$ cat src/rtl/fmap_frame_sequencer_pkg.sv
// Shared constants and types for the fmap frame sequencer.
// Holds the feeder and CNN constants (frame size, class encoding, image
// count) plus the sequencer's timing constants and state encoding.
package fmap_frame_sequencer_pkg;

    localparam int unsigned N_IMAGES       = 12;
    localparam int unsigned IMGS_PER_CLASS = 4;
    localparam int unsigned TOTAL_PIXELS   = 784;
    localparam int unsigned CLS_BW         = 2;
    localparam int unsigned IMG_W          = 4;
    localparam int unsigned PASS_W         = 4;
    localparam int unsigned ERR_W          = 2;
    localparam int unsigned RES_TIMEOUT    = 4096;
    localparam int unsigned GAP_CYCLES     = 16;
    localparam int unsigned START_WINDOW   = 4;

    localparam int unsigned PIX_CNT_W = $clog2(TOTAL_PIXELS + 1);
    localparam int unsigned TMO_W     = $clog2(RES_TIMEOUT);
    localparam int unsigned GAP_W     = $clog2(GAP_CYCLES);

    // CNN class encoding.
    typedef enum logic [CLS_BW-1:0] {
        CLS_A = 2'd0,
        CLS_B = 2'd1,
        CLS_C = 2'd2
    } cls_e;

    typedef enum logic [2:0] {
        ST_IDLE,
        ST_LOAD,
        ST_KICK,
        ST_STREAM,
        ST_WAIT_RES,
        ST_GAP,
        ST_DONE
    } state_e;

    // Images are stored class-major, IMGS_PER_CLASS variants per class.
    function automatic logic [CLS_BW-1:0] expected_class(input logic [IMG_W-1:0] idx);
        return CLS_BW'(idx / IMG_W'(IMGS_PER_CLASS));
    endfunction

endpackage

$ cat src/rtl/fmap_frame_sequencer_frame_beat_counter.sv
// Counts valid beats of a stream and classifies the frame when valid falls.
// Ports:
//   clk, reset_n  clock, async active-low reset
//   clear         synchronous clear of count and edge history
//   enable        count/detect only while high
//   beat          stream valid, one beat per high cycle
//   count         beats seen since clear (saturating)
//   complete_c    valid fell after exactly FRAME_LEN beats
//   short_c       valid fell after any other beat count
module fmap_frame_sequencer_frame_beat_counter
    import fmap_frame_sequencer_pkg::*;
#(
    parameter int unsigned FRAME_LEN = TOTAL_PIXELS
) (
    input  logic                             clk,
    input  logic                             reset_n,
    input  logic                             clear,
    input  logic                             enable,
    input  logic                             beat,
    output logic [$clog2(FRAME_LEN+1)-1:0]   count,
    output logic                             complete_c,
    output logic                             short_c
);

    localparam int unsigned CNT_W = $clog2(FRAME_LEN + 1);

    logic beat_q;
    logic fall_c;

    assign fall_c     = enable && beat_q && !beat;
    assign complete_c = fall_c && (count == CNT_W'(FRAME_LEN));
    assign short_c    = fall_c && (count != CNT_W'(FRAME_LEN));

    // Beat count and one cycle of valid history for edge detection.
    always_ff @(posedge clk or negedge reset_n) begin
        if (!reset_n) begin
            count  <= '0;
            beat_q <= 1'b0;
        end else if (clear) begin
            count  <= '0;
            beat_q <= 1'b0;
        end else if (enable) begin
            beat_q <= beat;
            if (beat && count != '1) begin
                count <= count + CNT_W'(1);
            end
        end
    end

endmodule

$ cat src/rtl/fmap_frame_sequencer.sv
// Schedules frames from the fmap feeder into the CNN and scores the results.
// Ports:
//   clk, reset_n       clock, async active-low reset
//   i_start            debounced start pulse
//   i_mode, i_sw       0 = single image i_sw, 1 = sweep all images
//   i_pix_valid        feeder output valid (observed only)
//   i_res_valid/class  CNN result strobe and class
//   o_img_sel          feeder image select, stable for a whole frame
//   o_feed_start       one-cycle feeder start pulse
//   o_busy, o_done     run in progress / end-of-run pulse
//   o_last_class       last accepted CNN class
//   o_pass_cnt         matching results in the current run
//   o_err              sticky: bit0 timeout, bit1 short frame / spurious result
module fmap_frame_sequencer
    import fmap_frame_sequencer_pkg::*;
(
    input  logic              clk,
    input  logic              reset_n,
    input  logic              i_start,
    input  logic              i_mode,
    input  logic [IMG_W-1:0]  i_sw,
    input  logic              i_pix_valid,
    input  logic              i_res_valid,
    input  logic [CLS_BW-1:0] i_res_class,
    output logic [IMG_W-1:0]  o_img_sel,
    output logic              o_feed_start,
    output logic              o_busy,
    output logic              o_done,
    output logic [CLS_BW-1:0] o_last_class,
    output logic [PASS_W-1:0] o_pass_cnt,
    output logic [ERR_W-1:0]  o_err
);

    state_e                 state;
    logic                   mode_sweep;
    logic [IMG_W-1:0]       img_idx;
    logic [TMO_W-1:0]       tmo_cnt;
    logic [GAP_W-1:0]       gap_cnt;
    logic [PIX_CNT_W-1:0]   beat_cnt;
    logic                   complete_c;
    logic                   short_c;
    logic                   more_frames_c;

    assign more_frames_c = mode_sweep && (img_idx != IMG_W'(N_IMAGES - 1));

    fmap_frame_sequencer_frame_beat_counter #(
        .FRAME_LEN (TOTAL_PIXELS)
    ) u_beat_cnt (
        .clk        (clk),
        .reset_n    (reset_n),
        .clear      (state == ST_KICK),
        .enable     (state == ST_STREAM),
        .beat       (i_pix_valid),
        .count      (beat_cnt),
        .complete_c (complete_c),
        .short_c    (short_c)
    );

    // Sequencer FSM with registered outputs.
    always_ff @(posedge clk or negedge reset_n) begin
        if (!reset_n) begin
            state        <= ST_IDLE;
            mode_sweep   <= 1'b0;
            img_idx      <= '0;
            tmo_cnt      <= '0;
            gap_cnt      <= '0;
            o_img_sel    <= '0;
            o_feed_start <= 1'b0;
            o_busy       <= 1'b0;
            o_done       <= 1'b0;
            o_last_class <= '0;
            o_pass_cnt   <= '0;
            o_err        <= '0;
        end else begin
            o_feed_start <= 1'b0;
            o_done       <= 1'b0;

            // A result strobe during a run but outside the result window is spurious.
            if (i_res_valid && state != ST_IDLE && state != ST_WAIT_RES) begin
                o_err[1] <= 1'b1;
            end

            case (state)
                ST_IDLE: begin
                    if (i_start) begin
                        if (!i_mode && i_sw >= IMG_W'(N_IMAGES)) begin
                            o_err[1] <= 1'b1;
                            o_done   <= 1'b1;
                        end else begin
                            mode_sweep <= i_mode;
                            img_idx    <= i_mode ? '0 : i_sw;
                            o_img_sel  <= i_mode ? '0 : i_sw;
                            o_pass_cnt <= '0;
                            o_err      <= '0;
                            o_busy     <= 1'b1;
                            state      <= ST_LOAD;
                        end
                    end
                end

                ST_LOAD: begin
                    o_feed_start <= 1'b1;
                    state        <= ST_KICK;
                end

                ST_KICK: begin
                    tmo_cnt <= '0;
                    state   <= ST_STREAM;
                end

                // tmo_cnt measures the start window here; it restarts for WAIT_RES.
                ST_STREAM: begin
                    if (complete_c || short_c) begin
                        if (short_c) begin
                            o_err[1] <= 1'b1;
                        end
                        tmo_cnt <= '0;
                        state   <= ST_WAIT_RES;
                    end else if (beat_cnt == '0 && !i_pix_valid &&
                                 tmo_cnt == TMO_W'(START_WINDOW - 1)) begin
                        o_err[1] <= 1'b1;
                        tmo_cnt  <= '0;
                        state    <= ST_WAIT_RES;
                    end else begin
                        tmo_cnt <= tmo_cnt + TMO_W'(1);
                    end
                end

                // A result on the timeout cycle wins over the timeout.
                ST_WAIT_RES: begin
                    if (i_res_valid || tmo_cnt == TMO_W'(RES_TIMEOUT - 1)) begin
                        if (i_res_valid) begin
                            o_last_class <= i_res_class;
                            if (i_res_class == expected_class(img_idx) && o_pass_cnt != '1) begin
                                o_pass_cnt <= o_pass_cnt + PASS_W'(1);
                            end
                        end else begin
                            o_err[0] <= 1'b1;
                        end
                        if (more_frames_c) begin
                            gap_cnt <= '0;
                            state   <= ST_GAP;
                        end else begin
                            o_done <= 1'b1;
                            state  <= ST_DONE;
                        end
                    end else begin
                        tmo_cnt <= tmo_cnt + TMO_W'(1);
                    end
                end

                ST_GAP: begin
                    if (gap_cnt == GAP_W'(GAP_CYCLES - 1)) begin
                        img_idx   <= img_idx + IMG_W'(1);
                        o_img_sel <= img_idx + IMG_W'(1);
                        state     <= ST_LOAD;
                    end else begin
                        gap_cnt <= gap_cnt + GAP_W'(1);
                    end
                end

                ST_DONE: begin
                    o_busy <= 1'b0;
                    state  <= ST_IDLE;
                end

                default: state <= ST_IDLE;
            endcase
        end
    end

endmodule
$ cat config.mk
export PLATFORM = sky130hd
export DESIGN_NAME = fmap_frame_sequencer
export DESIGN_NICKNAME = d
export VERILOG_FILES = /design/src/rtl/fmap_frame_sequencer_pkg.sv /design/src/rtl/fmap_frame_sequencer_frame_beat_counter.sv /design/src/rtl/fmap_frame_sequencer.sv
export SDC_FILE = /design/constraint.sdc
export NUM_CORES = 1
export LEC_CHECK = 0
export ABC_AREA = 1
export CAP_MARGIN = 20
export CORE_ASPECT_RATIO = 2
export CORE_UTILIZATION = 57
export DETAILED_ROUTE_END_ITERATION = 7
export DONT_BUFFER_PORTS = 1
export GPL_TIMING_DRIVEN = 0
export PLACE_DENSITY = 0.81
export SLEW_MARGIN = 20
export SYNTH_ARGS = -nofsm -noshare
export SYNTH_HDL_FRONTEND = slang
export SYNTH_SLANG_ARGS = --single-unit
export TNS_END_PERCENT = 100
$ cat constraint.sdc
create_clock -name clk -period 1.5 [get_ports clk]
set_input_delay 0.3 -clock clk [delete_from_list [all_inputs] [get_ports clk]]
set_output_delay 0.3 -clock clk [all_outputs]
set_load 0.005 [all_outputs]
==> Word-level counts from Yosys, hierarchy flattened <==
Index checks and enable logic that the tools add are counted.
{ "totals": {"out_inout_bits": 15, "in_bits": 12, "reg_bits": 46, "elab_cells": 135} }
{ "classes": {"order_cmp": 1, "add_sub_neg": 5, "eq_ne": 27, "n_bitwise": 1, "n_mux": 51, "reduce_logical": 36} }
{ "ops": {"columns": ["operator", "n"], "rows": [
  ["2-to-1 mux 4 bit", 12],
  ["2-to-1 mux 12 bit", 3],
  ["case mux 12 bit (3 select lines)", 1],
  ["2-to-1 mux 10 bit", 3],
  ["case mux 4 bit (2 select lines)", 3],
  ["!= test 10 bit (second input constant)", 2],
  ["!= test 2 bit (second input constant)", 10],
  ["2-to-1 mux 3 bit", 6],
  ["case mux 3 bit (6 select lines)", 1],
  ["2-to-1 mux 1 bit", 16],
  ["adder 12 x 1 -> 12 bit (second input constant)", 1],
  ["adder 4 x 1 -> 4 bit (second input constant)", 3],
  ["equality test 12 bit (second input constant)", 1],
  ["equality test 12 x 2 -> 1 bit (second input constant)", 1],
  ["logical AND 1 bit", 12],
  ["nonzero test 2 bit", 6],
  ["adder 10 x 1 -> 10 bit (second input constant)", 1],
  ["equality test 10 bit (second input constant)", 1],
  ["logical NOT 10 bit", 1],
  ["AND reduction 5 bit", 2],
  ["equality test 3 bit (second input constant)", 3],
  ["AND reduction 3 bit", 3],
  ["!= test 4 bit (second input constant)", 2],
  ["case mux 1 bit (2 select lines)", 4],
  ["15 further kinds", 23]
]} }

==> Depth between registers and ports, before layout <==
{ "logic_depth": {"ltp_word": 7, "mapped_depth": 11} }

==> Hierarchy <==
From an unflattened synthesis, not the netlist that was laid out.
{ "hier_totals": {"cells_unflattened": 407, "hier_area_um2": 2956.6} }
{ "modules_own_cells": {"columns": ["mod", "seq_area_each_um2", "n_inst", "area_per_inst_um2", "cells_each"], "rows": [
  ["fmap_frame_sequencer", 875.8, 1, 2242.2, 307],
  ["fmap_frame_sequencer_frame_beat_counter", 275.3, 1, 714.4, 100]
]} }

==> Least setup slack after synthesis <==
OpenSTA, ideal clock, no wires.
{ "synth_path": {"kind": "register to register", "start": "reg state[0]", "end": "reg mode_sweep", "synth_period_minus_slack_ns": 1.523, "setup_ns": 0.125, "slack_ns": -0.023, "n_path_buf": 0, "t_arrival_ns": 1.398, "path_stages_with_launch": 7, "cell_sequence": "dfrtp_1 nor2_4 nand2_2 nor2_1 inv_1 nor2_1 mux2_2"} }
{ "synth_between": {"elab_chain_len": 2} }
{ "synth_lines": {"columns": ["item", "line_no", "source"], "rows": [
  ["from (decl)", "fmap_frame_sequencer.sv:34", "state_e state;"],
  ["from (signal assigned)", "fmap_frame_sequencer.sv:62", "state <= ST_IDLE;"],
  ["from (signal assigned)", "fmap_frame_sequencer.sv:96", "state <= ST_LOAD;"],
  ["from (signal assigned)", "fmap_frame_sequencer.sv:103", "state <= ST_KICK;"],
  ["logical NOT 3 bit", "fmap_frame_sequencer.sv:83", "case (state)"],
  ["AND reduction 3 bit (no line)", null, null],
  ["to (signal assigned)", "fmap_frame_sequencer.sv:90", "mode_sweep <= i_mode;"],
  ["to (decl)", "fmap_frame_sequencer.sv:35", "logic mode_sweep;"]
]} }
No other way between the ends.
A chain may end at the register's enable or synchronous reset.

==> Worst setup path after layout <==
{ "layout_path": {"start": "reg state[1]", "end": "reg o_err[1]"} }
{ "layout_between": {"elab_chain_len": 7, "word_cells_on_any_way": 17} }
{ "layout_lines": {"columns": ["item", "line_no", "source"], "rows": [
  ["nonzero test 3 bit / equality test 3 x 2 -> 1 bit (equally long branches)", "fmap_frame_sequencer.sv:79, fmap_frame_sequencer.sv:52, fmap_frame_sequencer.sv:83", null],
  ["logical AND 1 bit, on equally long branches (2 in a row)", "fmap_frame_sequencer.sv:79, fmap_frame_sequencer_frame_beat_counter.sv:30", null],
  ["2-to-1 mux 1 bit, or another cell as far along", "fmap_frame_sequencer.sv:79", "if (i_res_valid && state != ST_IDLE && state != ST_WAIT_RES) begin"],
  ["2-to-1 mux 1 bit, or another cell as far along", "fmap_frame_sequencer.sv:119", "end else if (beat_cnt == '0 && !i_pix_valid &&"],
  ["2-to-1 mux 1 bit", "fmap_frame_sequencer.sv:113", "if (complete_c || short_c) begin"],
  ["case mux 1 bit (2 select lines) *", "fmap_frame_sequencer.sv:83", null],
  ["to (signal assigned)", "fmap_frame_sequencer.sv:80", "o_err[1] <= 1'b1;"],
  ["to (signal assigned)", "fmap_frame_sequencer.sv:115", "o_err[1] <= 1'b1;"],
  ["to (signal assigned)", "fmap_frame_sequencer.sv:121", "o_err[1] <= 1'b1;"],
  ["to (decl)", "fmap_frame_sequencer.sv:31", "output logic [ERR_W-1:0] o_err"]
]} }
Mark *: on every way between the ends. The rest lies on a longest branch, timed or not. The select of a mux whose other input is x is not followed.

==> impl_metrics.tcl <==
set metrics [dict create \
    finalInstanceArea_sq_um 3697 \
    worstPathRequired_ns 1.70 \
    dr_total_vias 2932 \
    final_common_cell "nand2_1" \
    syn-instance-count 399 \
    dr.pass1.iters 5 \
    slew_violations 0 \
    cts_root_buffer "clkbuf_8" \
    cts_buffer_depth 2 \
    worst_pin_slew_ns 0.4706 \
    status "finished with violations" \
    antenna_left 0 \
    multi_input_area_sq_um 1861 \
    rsz0062_at_grt "yes" \
    grt_use_total 0.3145 \
    cts.sinks 46 \
    io_pins 27 \
    syn_area_sq_um 2883 \
    antenna_cells 0 \
    layout_common_cells "nand2_1, dfrtp_1, inv_1" \
    maxCapViolations 0 \
    syn-num-nets 417 \
    dieWidth_um 52.29 \
    fill_cells 320 \
    seqCellArea_sq_um 1160 \
    finalHoldViolations 0 \
    cts_tree "done" \
    drc 0 \
    core-area_sq_um 4865 \
    relSlewSlack 0.6851 \
    setup_viol 22 \
    grt_pass1_wl_um 12220 \
    violations "setup timing" \
    ys_seq_elements 46 \
    rows 36 \
    crit_fanout 8 \
    grt_max_degree 47 \
    yosysSeqAreaShare 0.3993 \
    reg2reg_depth 8 \
    fmax_mhz 634.0 \
    timing.final.ws_setup_ns -0.07733 \
    routed_wl_um 8250 \
    place_congestion 0.8770 \
    die_area_sq_um 5363 \
    cts_max_level 2 \
    skew_ns 0.01401 \
    port_buffers 0 \
    first_iter_violations 88 \
    grt_pass1_vias 2845 \
    p_per_area_nw_per_um2 1495 \
    drive_gt1_frac 0.3077 \
    areaGrowthSynthToFinish_pct 28.26 \
    vias_per_cell 5.876 \
    overflow 0 \
    synth_warnings 0 \
    cts_buffers 5 \
    fin_crit_sh 1.052 \
    post-dp-hpwl_um 4956 \
    synth_edf_count 0 \
    avgSynthCellArea_sq_um 7.225 \
    min_period_ns 1.577 \
    whs_path_depth 2 \
    placed_area_sq_um 2959 \
    ys.flop_type "dfrtp_1" \
    antenna_found_initial 0 \
    ys_types 35 \
    end_kind "flip-flop" \
    peakVddDrop_uv 1575 \
    power_leakage_nw 1.725 \
    worstHoldPathType "in2reg" \
    clk_latency_ns 0.33 \
    async_reset_ff_frac 1.000 \
    wl_per_cell_um 16.53 \
    clkSlewWorstSetupHoldPaths_ns 0.10 \
    hold_ws_ns 0.1203 \
    worstSetupPathType "reg2reg" \
    die_h_um 102.6 \
    fin_nets 460 \
    initial_core_util 0.5926 \
    critPathLaunchType "flip-flop" \
    cp_data_arrival_time_ns 1.78 \
]
-- timing repair --
action / in CTS / in global routing
buffers inserted: 23 / 10
resized for setup: 55 / 62
gates cloned: 1 / 1
endpoints found under the setup margin: 43 / 42
pin swaps: 21 / 31
endpoints found under the hold margin: 46 / 0
hold buffers: 2 / 0
-- registers in the layout, summed over array words and instances (netlist names) --
signal and cells:
o_done 1, gap_cnt 4, o_last_class 2, o_err 2
u_beat_cnt.beat_q 1, mode_sweep 1, o_feed_start 1, state 3
tmo_cnt 12, o_busy 1, u_beat_cnt.count 10, o_pass_cnt 4
img_idx 4
-- worst paths after layout --
kind / from / end / slack (ns)
max reg2reg: state[1] / o_err[1] / -0.08
max: state[1] / o_err[1] / -0.08
max in group asynchronous: reset_n / tmo_cnt[2] / 0.78
min reg2reg: u_beat_cnt.beat_q / u_beat_cnt.beat_q / 0.51
min in group asynchronous: reset_n / u_beat_cnt.count[3] / 0.47
min: i_pix_valid / u_beat_cnt.beat_q / 0.12
-- cell families after synthesis --
logic type	Yosys count	synth area share
AO/OA/AOI/OAI	43	0.08724
AND/OR/NAND/NOR	240	0.3750
XOR/XNOR	12	0.03646
multiplexers	2	0.007812
flip-flops	46	0.3993
buffers and inverters	50	0.06814
adder cells (fa/ha/maj)	6	0.02604
-- synthesized netlist by cell type, types with 3 or more instances --
library cell  number  area, sq um
nand2_1          125        469.2
a21oi_1            3        15.01
nand3_1           40        200.2
inv_2              3        11.26
nor2_4             3        33.78
o21ai_0           31        155.2
xor2_1            10        87.58
nor2_1            38        142.6
ha_1               6        75.07
inv_1             43        161.4
nor2_2             4        25.02
nand4_1            6        37.54
nand2_2            5        31.28
dfrtp_1           46         1151
nor3_1             9        45.04
or2_2              3        18.77
-- cell type report --
cell class	instances	area share
multi-input combinational	304	0.5032
sequential	46	0.3137
timing repair buffer	36	0.08663
inverter	47	0.05110
clock buffer	6	0.01963
tap	57	0.01929
buffer	2	0.004399
clock inverter	1	0.002030
-- critical path: stages (launching register included) --
cell	delay, ns
dfrtp_2	0.42
inv_2	0.08
nor3_4	0.26
buf_4	0.17
nand2_4	0.09
nor2_2	0.12
nand2_1	0.07
nand3_1	0.13
o21ai_0	0.11
-- metrics by stage --
stage | total power [mW] | utilization | setup WS (ns) | TNS [ns] | std cells
3_5_place_dp | 3.562 | 0.6083 | -0.2983 | -6.603 | 456
2_1_floorplan | 3.107 | - | 0.008312 | 0 | 399
6_report | 5.526 | 0.7600 | -0.07733 | -0.6586 | 499
5_1_grt | 5.820 | 0.7600 | -0.1432 | -3.356 | 499
4_1_cts | 4.876 | 0.7055 | -0.02244 | -0.1632 | 488
3_3_place_gp | 3.494 | 0.6083 | -0.2685 | -5.749 | 456
-- power breakdown --
part	switching [mW]	internal, mW	leakage, nW
registers	0.364	1.55	0.601
clock network	0.459	0.321	0.0373
logic	1.68	1.15	1.09
total	2.50	3.03	1.72
-- metal layers --
layer / GRT usage / vias up / routed length, um
met2: 0.5628 / 105 / 4538
met4: 0.2247 / 0 / 525
met5: 0 / - / 0
li1: - / 1378 / -
met3: 0.05900 / 40 / 324
met1: 0.3075 / 1409 / 2862
Power figures use the tool's default switching activity.
==> RTL edit 1 (same flow settings) <==
`IMG_W`: 4 -> 6.
--- a/src/rtl/fmap_frame_sequencer_pkg.sv
+++ b/src/rtl/fmap_frame_sequencer_pkg.sv
@@ -7,7 +7,7 @@
     localparam int unsigned IMGS_PER_CLASS = 4;
     localparam int unsigned TOTAL_PIXELS   = 784;
     localparam int unsigned CLS_BW         = 2;
-    localparam int unsigned IMG_W          = 4;
+    localparam int unsigned IMG_W          = 6;
     localparam int unsigned PASS_W         = 4;
     localparam int unsigned ERR_W          = 2;
     localparam int unsigned RES_TIMEOUT    = 4096;
Ports: changed (resized i_sw and o_img_sel); port bits go from 27 to 31. The function was not compared with the original's and may differ.
==> RTL edit 1 against the unedited design <==
  * Power increased by 12%
  * Area after synthesis grew 6.5%
  * Largest power group unchanged
  * Sequential power increased by 6%
  * Design area increased by 7.3%
  * Highest routed layer unchanged
  * Clock skew down 0.0068 ns
  * Non-clock buffer count increased by 12
  * Via count increased by 11%
  * Critical path type unchanged
  * Wire length grew 10%
  * Sequential cell count rose by 2
  * Synthesized cell count grew 8.3%
  * Worst setup slack got worse by 0.036 ns
  * The run still ends with setup timing left
==> RTL edit 1: results (changes against the unedited design) <==
outcome complete, but fails checks (unchanged); failing checks setup timing (unchanged); Top Registers tmo_cnt: 12 flops, u_beat_cnt.count: 10 flops, img_idx: 6 flops (was tmo_cnt: 12 flops, u_beat_cnt.count: 10 flops); final-stage net count 502 (was 460); mux share of post-synthesis cell area 0% (was 0.781%); first-pass GRT wire length 13700 um (was 12200 um); XOR/XNOR share of the synthesized area 2.28% (was 3.65%); clock latency on the worst-skew pair 0.30 ns (was 0.33 ns); CTS Buf Count 5 (unchanged); Critical Path Fanout Max 8 (unchanged); Place WS -0.343 ns (was -0.298 ns); Placed Area 3150 um^2 (was 2960 um^2); post-synth cell types 32 (was 35); most common library cells after synthesis nand2_1 (125), nand3_1 (55), dfrtp_1 (48), nor2_1 (47), inv_1 (40) (was nand2_1 (125), dfrtp_1 (46), inv_1 (43), nand3_1 (40), nor2_1 (38)); EDFF count, synth 0 (unchanged); Synth area leaders dfrtp_1 (39%), nand2_1 (15%), nand3_1 (9.0%) (was dfrtp_1 (40%), nand2_1 (16%), nand3_1 (6.9%)); largest net degree at the start of global routing 49 (was 47); Leak 1.89 nW (was 1.72 nW); Post-Place Cells 490 (was 456); HPWL after DPL 5380 um (was 4960 um); Final WS setup -0.113 ns (was -0.0773 ns); Hold Path Class primary input to register (unchanged); min-delay src i_res_class[1] (was i_pix_valid); met1 usage 34.7% (was 30.7%); met2 global-route usage 55.4% (was 56.3%); Final setup viols 20 (was 22); GRT Total Usage 32.6% (was 31.4%); post-synthesis compound-gate area fraction 7.62% (was 8.72%); Placer Congestion 0.893 (was 0.877); post-synthesis sequential area ratio 39.1% (was 39.9%); reg2reg start u_beat_cnt.count[6] (was state[1]); critical path class register to register (unchanged); Routed WL per cell 16.8 um (was 16.5 um); ratio of cells with drive above 1 in the final layout 31.7% (was 30.8%); met3 Track Usage GR 6.78% (was 5.90%); Mapped Cells 432 (was 399); drt total wl 9100 um (was 8250 um); vias in the first global route 3175 (was 2845); Setup TNS Final -0.666 ns (was -0.659 ns); peak supply drop 0.00116 V (was 0.00157 V); Syn Nets 452 (was 417); routed vias/inst 6.04 (was 5.88); Clock Skew 0.00726 ns (was 0.0140 ns); Initial DRC Count 187 (was 88); Synth Area in Adders 2.45% (was 2.60%); Worst Tran Pin Value 0.377 ns (was 0.471 ns); mapped cell area 3070 um^2 (was 2880 um^2); CP arrival 1.86 ns (was 1.78 ns)
-- RTL edit 1: cell count changes in the layout (fill, tap and decap cells not counted), moves of 4 or more --
cell,unedited run,this run
nand3_1,30,43
nand4_1,6,17
nor2_2,4,11
xor2_1,10,4
buf_4,28,33
a21oi_2,1,5
buf_6,5,9
nor2_4,11,7
nor3_2,4,0
o21ai_0,14,18
o21ai_1,15,11
-- RTL edit 1: layer usage --
| layer | part of all wire [%] | vias up |
|---|---|---|
| li1 | - | 1503 |
| met1 | 36 | 1581 |
| met2 | 55 | 142 |
| met3 | 5.0 | 39 |
| met4 | 4.6 | 0 |
| met5 | 0 | - |
-- RTL edit 1: worst paths after layout --
path,endpoint,depth (start not counted),slack (ns)
max in group asynchronous,tmo_cnt[8],2,0.76
min in group asynchronous,tmo_cnt[2],2,0.49
worst min-delay path,o_last_class[1],2,0.12
worst max-delay path,state[2],8,-0.11
worst min register to register,o_last_class[0],2,0.52
worst max register to register,state[2],8,-0.11
-- RTL edit 1: repair_timing --
| item | 4_1_cts | 5_1_grt |
|---|---|---|
| buffers inserted | 25 | 14 |
| endpoints found under the hold margin | 48 | 0 |
| pin swaps | 19 | 30 |
| hold buffers | 2 | 0 |
| gates cloned | 2 | 0 |
| setup endpoints to repair | 39 | 41 |
| gates resized for setup | 36 | 79 |
-- RTL edit 1: where the power goes --
| part | total [mW] | leakage [nW] | internal [mW] | switching (mW) |
|---|---|---|---|---|
| clock | 0.813 | 0.0510 | 0.369 | 0.444 |
| sequential | 2.03 | 0.623 | 1.63 | 0.395 |
| combinational | 3.37 | 1.21 | 1.43 | 1.93 |
-- RTL edit 1: cells by family after synthesis --
kind of cell,Yosys count
simple gates,270
compound gates,45
fa+ha+maj,6
buf+inv,55
flops,48
xor+xnor,8
-- RTL edit 1: worst max-delay path: stages, from the launching register on --
cell and delay (ns):
dfrtp_1 0.45, nor2_1 0.22, nand2_1 0.07, nor2_1 0.15, nand3_2 0.15, nand3_4 0.18
buf_6 0.12, nand3_1 0.10, nand2_1 0.10
-- RTL edit 1: cell type report --
| type | count | area [um^2] |
|---|---|---|
| timing repair buffer | 43 | 405 |
| clock buffer | 6 | 82.6 |
| sequential | 48 | 1210 |
| clock inverter | 2 | 10.0 |
| inverter | 48 | 193 |
| buffer | 7 | 66.3 |
| tap | 58 | 72.6 |
| multi-input combinational | 329 | 1930 |
| fill | 333 | 1170 |
==> RTL edit 2 (config.mk and constraints unchanged) <==
Without the edit above. Register the output `o_pass_cnt` once more, with the module's reset; this adds one clock of latency there. The other outputs are not delayed to match.
--- a/src/rtl/fmap_frame_sequencer.sv
+++ b/src/rtl/fmap_frame_sequencer.sv
@@ -30,6 +30,8 @@
     output logic [PASS_W-1:0] o_pass_cnt,
     output logic [ERR_W-1:0]  o_err
 );
+
+    logic [PASS_W-1:0] o_pass_cnt_s0;
 
     state_e                 state;
     logic                   mode_sweep;
@@ -69,7 +71,7 @@
             o_busy       <= 1'b0;
             o_done       <= 1'b0;
             o_last_class <= '0;
-            o_pass_cnt   <= '0;
+            o_pass_cnt_s0 <= '0;
             o_err        <= '0;
         end else begin
             o_feed_start <= 1'b0;
@@ -90,7 +92,7 @@
                             mode_sweep <= i_mode;
                             img_idx    <= i_mode ? '0 : i_sw;
                             o_img_sel  <= i_mode ? '0 : i_sw;
-                            o_pass_cnt <= '0;
+                            o_pass_cnt_s0 <= '0;
                             o_err      <= '0;
                             o_busy     <= 1'b1;
                             state      <= ST_LOAD;
@@ -131,8 +133,8 @@
                     if (i_res_valid || tmo_cnt == TMO_W'(RES_TIMEOUT - 1)) begin
                         if (i_res_valid) begin
                             o_last_class <= i_res_class;
-                            if (i_res_class == expected_class(img_idx) && o_pass_cnt != '1) begin
-                                o_pass_cnt <= o_pass_cnt + PASS_W'(1);
+                            if (i_res_class == expected_class(img_idx) && o_pass_cnt_s0 != '1) begin
+                                o_pass_cnt_s0 <= o_pass_cnt_s0 + PASS_W'(1);
                             end
                         end else begin
                             o_err[0] <= 1'b1;
@@ -169,4 +171,12 @@
         end
     end
 
+    always_ff @(posedge clk or negedge reset_n) begin
+        if (!reset_n) begin
+            o_pass_cnt <= '0;
+        end else begin
+            o_pass_cnt <= o_pass_cnt_s0;
+        end
+    end
+
 endmodule
Check against the original RTL: not equivalent (Yosys sat finds a counterexample within 10 cycles, from zero or initial values and one cycle with reset_n low).
==> RTL edit 2 against the unedited design <==
  * The run still ends with setup timing left
  * Critical endpoint is now u_beat_cnt.count[8]
  * Power rose by 5.1%
  * Clock power increased by 29%
  * Cell count is 1.2% lower
  * Largest power group unchanged
  * Worst setup slack improved by 0.047 ns
  * Sequential cell count rose by 4
  * Design area fell by 0.27%
  * Area after synthesis grew 4.3%
  * Wire length fell by 4.0%
==> RTL edit 2: results (changes against the unedited design) <==
Placer Congestion 0.956 (was 0.877); final-stage net count 453 (was 460); Final WS setup -0.0306 ns (was -0.0773 ns); most common library cells after synthesis nand2_1 (99), dfrtp_1 (50), nand3_1 (50), nor2_1 (43), inv_1 (35) (was nand2_1 (125), dfrtp_1 (46), inv_1 (43), nand3_1 (40), nor2_1 (38)); clock latency on the worst-skew pair 0.32 ns; vias in the first global route 2710 (was 2845); Critical Path Fanout Max 5 (was 8); DRT met1 WL 2710 um (was 2860 um); H-Tree Depth 2 (unchanged); CP peak stage delay 0.47 ns (was 0.42 ns); mux share of post-synthesis cell area 0.749% (was 0.781%); outcome complete, but fails checks (unchanged); HPWL after DPL 5150 um (was 4960 um); ratio of cells with drive above 1 in the final layout 29.0% (was 30.8%); Syn Nets 411 (was 417); root buffer cell clkbuf_8 (unchanged); CTS Buf Count 5 (unchanged); post-synth cell types 34 (was 35); first-pass GRT wire length 12500 um (was 12200 um); Placed Area 3090 um^2 (was 2960 um^2); GRT Total Usage 30.4% (was 31.4%); routed wl met2 4490 um (was 4540 um); Die W 53.4 um (was 52.3 um); Largest delay share family, worst path simple AND/OR/NAND/NOR gates (unchanged); routed vias/inst 5.84 (was 5.88); Logic pwr share 48.6% (was 51.2%); CTS Buffer Depth 2 (unchanged); Inserted Diodes 0 (unchanged); Leak 1.77 nW (was 1.72 nW); peak supply drop 0.00130 V (was 0.00157 V); Initial DRC Count 156 (was 88); Final setup viols 2 (was 22); 1st-pass router iterations 4 (was 5); largest net degree at the start of global routing 51 (was 47); post-synthesis compound-gate area fraction 8.07% (was 8.72%); Worst Tran Pin Value 0.328 ns (was 0.471 ns); Clock Skew 0.00800 ns (was 0.0140 ns); XOR/XNOR share of the synthesized area 2.33% (was 3.65%); met3 WL post-DR 415 um (was 324 um); clock share of power 17.3% (was 14.1%); Routed WL per cell 16.1 um (was 16.5 um); failing checks setup timing (unchanged); post-synthesis sequential area ratio 41.6% (was 39.9%); switching share of power 42.1% (was 45.2%); Synth area leaders dfrtp_1 (42%), nand2_1 (12%), nand3_1 (8.3%) (was dfrtp_1 (40%), nand2_1 (16%), nand3_1 (6.9%)); Clock transition at path regs 0.10 ns (about the same); Setup TNS Final -0.0421 ns (was -0.659 ns); final instance area 3690 um^2 (was 3700 um^2); Top Registers tmo_cnt: 12 flops, u_beat_cnt.count: 10 flops (unchanged); Synth Area in Adders 2.50% (was 2.60%); Synth Warn # 0 (unchanged); slowest CP cell dfrtp_1 (was dfrtp_2); Hold Path Class primary input to register (unchanged); CP arrival 1.74 ns (was 1.78 ns)
==> RTL edit 2: cell types whose count changed after synthesis, sizes merged, moves of 5 or more <==
cell and change:
a21oi +7, nand2 -21, nand3 +12, nor2 +6
o21ai -6, xor2 -5
==> RTL edit 2: final timing paths <==
kind / cells after the start / endpoint / from / slack (ns)
max: 10 / u_beat_cnt.count[8] / u_beat_cnt.count[4] / -0.03
max in group asynchronous: 2 / state[2] / reset_n / 0.75
min reg2reg: 0 / o_pass_cnt[3] / o_pass_cnt_s0[3] / 0.41
min: 1 / o_last_class[1] / i_res_class[1] / 0.13
max reg2reg: 10 / u_beat_cnt.count[8] / u_beat_cnt.count[4] / -0.03
min in group asynchronous: 2 / tmo_cnt[5] / reset_n / 0.49
==> RTL edit 2: layout make-up <==
class                   instances  area (um^2)
multi-input cells             294         1700
fillers                       356         1410
inverters                      43          171
repair buffers                 35          307
clock inverters                 1         30.0
plain buffers                   6         62.6
flip-flops and latches         50         1260
clock buffers                   6         82.6
well taps                      58         72.6
==> RTL edit 2: metal layers <==
metal  track usage (%)  vias to the layer above
met5                 0                        -
met4              14.5                        0
met3              5.68                       33
met2              53.7                      111
met1              32.6                     1368
li1                  -                     1366
==> RTL edit 2: through the flow <==
stage	cells	setup slack, ns	hold slack, ns	utilization (%)	power (mW)
finish	493	-0.0306	0.132	72.4	5.81
global route	493	-0.101	0.122	72.4	6.16
CTS	479	-0.00910	0.128	67.5	5.31
detailed placement	451	-0.230	0.00620	60.6	4.01
global placement	451	-0.169	0.00615	60.6	3.94
floorplan	393	0.000353	0.00441	-	3.55
==> RTL edit 2: what timing repair did <==
item,4_1_cts,5_1_grt
cloned,0,1
setup buffers,19,13
hold buffers,2,0
setup endpoints to repair,35,39
resized for setup,20,39
hold endpoints to repair,50,0
pin swaps,7,21
